## src/rtl/instruction_fetch_unit.sv

```systemverilog
// Instruction fetch stage: PC register, word-indexed instruction memory with a
// write port, IF/ID pipeline register and saturating fetch/stall counters.
module instruction_fetch_unit #(
  parameter int unsigned           ADDR_W    = 32,
  parameter int unsigned           DATA_W    = 32,
  parameter int unsigned           MEM_WORDS = 64,
  parameter logic [ADDR_W-1:0]     RESET_PC  = '0,
  parameter logic [DATA_W-1:0]     NOP_INSTR = DATA_W'(1),
  parameter int unsigned           CNT_W     = 16
) (
  input  logic              clk,
  input  logic              reset,
  input  logic              stall,
  input  logic              redirect_valid,
  input  logic [ADDR_W-1:0] redirect_addr,
  input  logic              imem_we,
  input  logic [ADDR_W-1:0] imem_waddr,
  input  logic [DATA_W-1:0] imem_wdata,
  output logic [ADDR_W-1:0] pc_out,
  output logic [DATA_W-1:0] id_instr,
  output logic [ADDR_W-1:0] id_pc_plus4,
  output logic              id_valid,
  output logic [CNT_W-1:0]  fetch_count,
  output logic [CNT_W-1:0]  stall_count
);

  localparam int unsigned IDX_W  = ADDR_W - 2;
  localparam int unsigned MEM_AW = (MEM_WORDS > 1) ? $clog2(MEM_WORDS) : 1;

  logic [DATA_W-1:0] mem [MEM_WORDS];

  logic [IDX_W-1:0]  rd_idx;
  logic [IDX_W-1:0]  wr_idx;
  logic              rd_in_range;
  logic              wr_in_range;
  logic [DATA_W-1:0] rd_word;

  logic [ADDR_W-1:0] pc_plus4;
  logic [ADDR_W-1:0] pc_d;
  logic [DATA_W-1:0] instr_d;
  logic [ADDR_W-1:0] pc_plus4_d;
  logic              valid_d;
  logic [CNT_W-1:0]  fetch_count_d;
  logic [CNT_W-1:0]  stall_count_d;

  // Byte-offset bits carry no information for word-aligned fetch and writes.
  logic unused_addr_bits;
  assign unused_addr_bits = ^{redirect_addr[1:0], imem_waddr[1:0]};

  assign rd_idx      = pc_out[ADDR_W-1:2];
  assign wr_idx      = imem_waddr[ADDR_W-1:2];
  assign rd_in_range = 64'(rd_idx) < 64'(MEM_WORDS);
  assign wr_in_range = 64'(wr_idx) < 64'(MEM_WORDS);
  assign rd_word     = rd_in_range ? mem[rd_idx[MEM_AW-1:0]] : NOP_INSTR;
  assign pc_plus4    = pc_out + ADDR_W'(4);

  // Memory is not reset; writes land on the edge so a same-cycle read sees old data.
  always_ff @(posedge clk) begin
    if (imem_we && wr_in_range) begin
      mem[wr_idx[MEM_AW-1:0]] <= imem_wdata;
    end
  end

  // Next-state selection: redirect beats stall, stall beats advance.
  always_comb begin
    pc_d          = pc_out;
    instr_d       = id_instr;
    pc_plus4_d    = id_pc_plus4;
    valid_d       = id_valid;
    fetch_count_d = fetch_count;
    stall_count_d = stall_count;
    if (redirect_valid) begin
      pc_d       = {redirect_addr[ADDR_W-1:2], 2'b00};
      instr_d    = NOP_INSTR;
      pc_plus4_d = '0;
      valid_d    = 1'b0;
    end else if (stall) begin
      if (stall_count != '1) begin
        stall_count_d = stall_count + CNT_W'(1);
      end
    end else begin
      pc_d       = pc_plus4;
      instr_d    = rd_word;
      pc_plus4_d = pc_plus4;
      valid_d    = 1'b1;
      if (fetch_count != '1) begin
        fetch_count_d = fetch_count + CNT_W'(1);
      end
    end
  end

  always_ff @(posedge clk) begin
    if (reset) begin
      pc_out      <= RESET_PC;
      id_instr    <= NOP_INSTR;
      id_pc_plus4 <= '0;
      id_valid    <= 1'b0;
      fetch_count <= '0;
      stall_count <= '0;
    end else begin
      pc_out      <= pc_d;
      id_instr    <= instr_d;
      id_pc_plus4 <= pc_plus4_d;
      id_valid    <= valid_d;
      fetch_count <= fetch_count_d;
      stall_count <= stall_count_d;
    end
  end

endmodule
```

## config.mk

```make
export PLATFORM = sky130hd
export DESIGN_NAME = instruction_fetch_unit
export DESIGN_NICKNAME = d
export VERILOG_FILES = /design/src/rtl/instruction_fetch_unit.sv
export SDC_FILE = /design/constraint.sdc
export NUM_CORES = 2
export LEC_CHECK = 0
export ABC_AREA = 1
export BUFFER_PORTS_ARGS = -buffer_cell sky130_fd_sc_hd__buf_2
export CELL_PAD_IN_SITES_DETAIL_PLACEMENT = 1
export CELL_PAD_IN_SITES_GLOBAL_PLACEMENT = 1
export CORE_MARGIN = 2
export CORE_UTILIZATION = 51
export CTS_CLUSTER_SIZE = 16
export DETAILED_ROUTE_END_ITERATION = 10
export PLACE_DENSITY_LB_ADDON = 0.2
export SYNTH_ARGS = -nofsm -noshare
export SYNTH_HDL_FRONTEND = slang
export SYNTH_SLANG_ARGS = --single-unit
```

## constraint.sdc

```tcl
create_clock -name clk -period 3.2 [get_ports clk]
set_input_delay 0 -clock clk [delete_from_list [all_inputs] [get_ports clk]]
set_output_delay 0 -clock clk [all_outputs]
set_load 0.005 [all_outputs]
```

Word-level counts from Yosys, hierarchy flattened
Memory sizes are Yosys's and may differ from the RTL's. A register that Yosys moved wholly into a read port is not among the register bits.
Index checks and enable logic that the tools add are counted.

word-level totals
  flip-flop bits (word level) = 129
  RAM bits = 2048
  input port bits = 101
  output and inout bits = 129
  logic and storage cells = 29
  memories kept = 1

memory list
  name  depth  bits a word  read ports  clocked after memory_dff  wr ports  RTL line  source
  mem   64     32           1           1                         1         30        logic [DATA_W-1:0] mem [MEM_WORDS];

operators by class
  add/subtract/negate cells = 3
  order comparisons = 2
  equality and inequality tests = 3
  muxes and demuxes = 7
  bitwise logic cells = 2
  reductions and logical operators = 4

operators by type and width
  cell                                                 count
  2-to-1 mux 32 bit                                    3
  < comparator 30 x 7 -> 1 bit, second input constant  2
  adder 16 x 1 -> 16 bit, second input constant        2
  adder 32 x 3 -> 32 bit, second input constant        1
  != test 16 bit, second input constant                2
  2-to-1 mux 6 bit                                     2
  AND reduction 3 bit                                  2
  2-to-1 mux 1 bit                                     2
  != test 2 x 1 -> 1 bit, second input constant        1
  NOT 1 bit                                            2
  OR reduction 2 bit                                   1
  logical AND 1 bit                                    1

Longest topological paths before layout
  depth in word-level cells = 5
  gate-level depth with buffers = 14
  mapped depth without buffers = 11

Least setup slack after synthesis
OpenSTA, ideal clock, no wires.

  path type = input-to-reg
  from = in imem_waddr[28]
  to = mem mem[0][0] (enable)
  library setup time = 0.421 ns
  arrival = 2.325 ns
  data required time = 2.779 ns
  path slack = 0.454 ns
  cell stages on the path = 5
  path buffers = 0
  cell sequence = nor4_1 > nand2_1 > nor4_4 > nand3_1 > nor2_1

between the ends
  cells in the longest elaborated chain, start to end = 4

RTL lines
  what                                    RTL line  source
  start: declaration                      17        input logic [ADDR_W-1:0] imem_waddr,
  < comparator 30 x 7 -> 1 bit            53        assign wr_in_range = 64'(wr_idx) < 64'(MEM_WORDS);
  logical AND 1 bit                       59        if (imem_we && wr_in_range) begin
  2-to-1 mux 1 bit                        59
  2-to-1 mux 1 bit (not written as such)  60        mem[wr_idx[MEM_AW-1:0]] <= imem_wdata;
  end: declaration                        30

No other way between the ends.

==> results_dict.tcl <==
set metrics [dict create \
    grt.total_usage_pct 33.0 \
    wl_mm 297 \
    reg2regPathDepth 12 \
    cts.sinks 2179 \
    yosysTopAreaCell "edfxtp_1" \
    fp.dieW_um 423 \
    grt_pass1_vias 68800 \
    synth_seq_cells 2179 \
    netlist_top_cells_area "edfxtp_1 (69%), nand3_1 (11%), nand2_1 (9.9%), dfxtp_1 (2.9%), inv_1 (1.4%)" \
    synthSimpleGateAreaFrac_pct 22.5 \
    cts_max_path_buffers 3 \
    hold_class "in -> reg" \
    die_area_sq_um 179000 \
    pwr-share-seq_pct 50.5 \
    cts.htree.levels 4 \
    worstMarginPinSlew_ns 1.33 \
    synth_edf_count 2048 \
    hp-start "imem_wdata[13]" \
    post_cts_buffers 0 \
    dr.pass1.iters 7 \
    holdBufCountCts 119 \
    most-common-layout-cells "nand2_1 (2362), edfxtp_1 (2048), nand3_1 (1992)" \
    wl_met2_mm 146 \
    dp_slack_ns 0.464 \
    synthDistinctLibCells 36 \
    syn_inst 7818 \
    synth-compound-area-share_pct 0.855 \
    overflow 0 \
    swShare_pct 23.9 \
    crit_path_cell_trace "inv_16 > buf_12 > buf_4 > nand2_1 > nand3_1 > nand2_1 > nand2_1 > nand3_1 > nand3_1 > nand3_1 > nand3_1 > a21oi_1" \
    synth-seq-area-share_pct 71.7 \
    antenna_found_initial 16 \
    layout_commonest_cell "nand2_1" \
    setup_ws_ns 0.277 \
    synth.avg_cell_area_sq_um 11.4 \
    hold_viol 0 \
    worst_setup_path_start_kind "flip-flop" \
    p_sw_uw 14800 \
    r2r-end "id_instr[5]" \
    whs_endpoint "mem[29][13]" \
    yosys_warnings 0 \
    gp_congestion 0.860 \
    place_hpwl_mm 165 \
    cts_tree "done" \
    critPathSlowestCell "dfxtp_4" \
    core_area_sq_um 174000 \
    synth_top_area_share_pct 68.8 \
    r2r_slack_ns 0.28 \
    muxShareOfSynthArea_pct 0 \
    grt_pass1_wl_mm 440 \
    finalInstanceArea_sq_um 103000 \
    slowest_delay_ns 0.65 \
    cp.arrival_ns 3.72 \
    worstPathMaxFanout 67 \
    insertion_delay_ns 0.88 \
    fin_nets 8271 \
    critical_path_class "reg -> reg" \
    drt-initial-drc-count 7107 \
    crit_top_cell "nand3_1" \
    initial_core_util_pct 51.4 \
    clockPowerShare_pct 41.5 \
    grt_max_degree 170 \
    areaGrowthSynthToFinish_pct 15.0 \
    place_area_sq_um 94500 \
    skew_ns 0.0386 \
    ant_nets 0 \
    synthXorXnorAreaFrac_pct 0.314 \
    drc 0 \
    port-buffer-count 221 \
    dr.max_layer_used "met5" \
    pwr-share-comb_pct 7.9 \
    met1_length_mm 116 \
    whs_ns 0.0597 \
    synth-main-ff-cell "edfxtp_1" \
    path_clk_slew_ns 0.06 \
    outcome "complete, no violations" \
    end_kind "flip-flop" \
    tns_ns 0 \
    synth_area_sq_um 89400 \
    cellInternalPower_uw 47100 \
    max_cap_violations 0 \
    wl_met3_mm 22.6 \
    post-route-util_pct 59.1 \
    fmax_mhz 342 \
    avgViaCountPerCell 6.08 \
    synthAdderAreaFrac_pct 0.0420 \
    rsz0062_at_grt "false" \
    die_h_um 423 \
    cts_made_buffers 221 \
    num_rows 153 \
    drv_slew 0 \
    cts_root_buf "clkbuf_16" \
    synth_top_family_by_area "simple AND/OR/NAND/NOR gates" \
    fin_crit_sh_pct 91.3 \
    vias 65000 \
    pin_count 230 \
    post_cts_resized 0 \
    drive_gt1_share_pct 10.9 \
    whs_path_depth 2 \
    p_per_area_nw_per_um2 602 \
    ys_async_sr_fraction_pct 0 \
    worstPathRequired_ns 3.99 \
    finalSetupViolCount 0 \
    wl_per_cell_um 27.8 \
    p_leak_uw 0.0376 \
    slew_headroom_pct 11.2 \
    ir_drop_mv 0.568 \
    fin_crit_ns 2.92 \
]
[logic make-up (layout without fill, tap and decap cells)]
group,Yosys count,in the layout
simple gates,4635,4635
flops,2179,2179
buf+inv,822,1359
compound gates,146,146
xor+xnor,32,32
fa+ha+maj,3,3
other cells,1,13
[power by group through the flow]
stage / registers (uW) / logic [uW] / clock network, uW
5_1_grt: 31300 / 5300 / 26900
4_1_cts: 31300 / 4830 / 25900
2_1_floorplan: 31800 / 2710 / 0
3_5_place_dp: 31900 / 4640 / 0
6_report: 31300 / 4920 / 25700
3_3_place_gp: 31900 / 4440 / 0
[synthesized netlist by cell type (3+ instances only)]
library cell and number:
a31oi_1 18, o21ai_0 55, buf_4 30, nand4_1 11, inv_2 4, nand2_1 2362, buf_1 38, dfxtp_1 131
inv_1 330, a21oi_1 68, xnor2_1 4, nor4_1 7, or2_2 34, edfxtp_1 2048, nand3_1 1992, buf_8 4
buf_2 221, nor3_1 31, buf_6 72, nor3b_1 5, ha_1 3, clkbuf_1 120, nor2_1 187, xor2_1 28
[worst max-delay path by stage]
stage / start / to / slack (ns)
after CTS: flip-flop / id_instr[5] / 0.41
after global routing: flip-flop / id_instr[9] / 0.25
after detailed placement: flip-flop / id_instr[5] / 0.46
after floorplan: imem_waddr[28] / mem[0][0] / 0.45
final: flip-flop / id_instr[5] / 0.28
after global placement: flip-flop / id_instr[5] / 0.52
[state kept, by name, summed over array words and instances, names as in the netlist, named ones only]
signal / count
id_pc_plus4: 30
id_instr: 32
mem: 2048
stall_count: 16
pc_out: 30
id_valid: 1
fetch_count: 16
[routing by layer]
metal	track usage (%)	up-vias
li1	-	28000
met1	42.8	33300
met2	55.7	3046
met3	4.65	733
met4	14.3	2
met5	0	-
[stage by stage]
stage          total power (uW)  cells
2_1_floorplan             34500   7821
3_3_place_gp              36300  10200
3_5_place_dp              36500  10200
4_1_cts                   62000  10700
5_1_grt                   63500  10700
6_report                  61900  10700
[area by class of cell]
| type | instances | area (sq um) |
|---|---|---|
| fillers | 17700 | 71200 |
| flip-flops and latches | 2179 | 64100 |
| multi-input cells | 4820 | 21700 |
| clock buffers | 282 | 5900 |
| repair buffers | 608 | 5660 |
| well taps | 2325 | 2910 |
| inverters | 337 | 1300 |
| clock inverters | 132 | 1190 |
| diodes | 9 | 22.5 |
[critical path: cells and delay by family (launching register included)]
family	cells	cell delay, ns
flops	1	0.65
buf+inv	3	0.74
compound gates	1	0.24
simple gates	8	1.12
(Power assumes the default switching activity.)
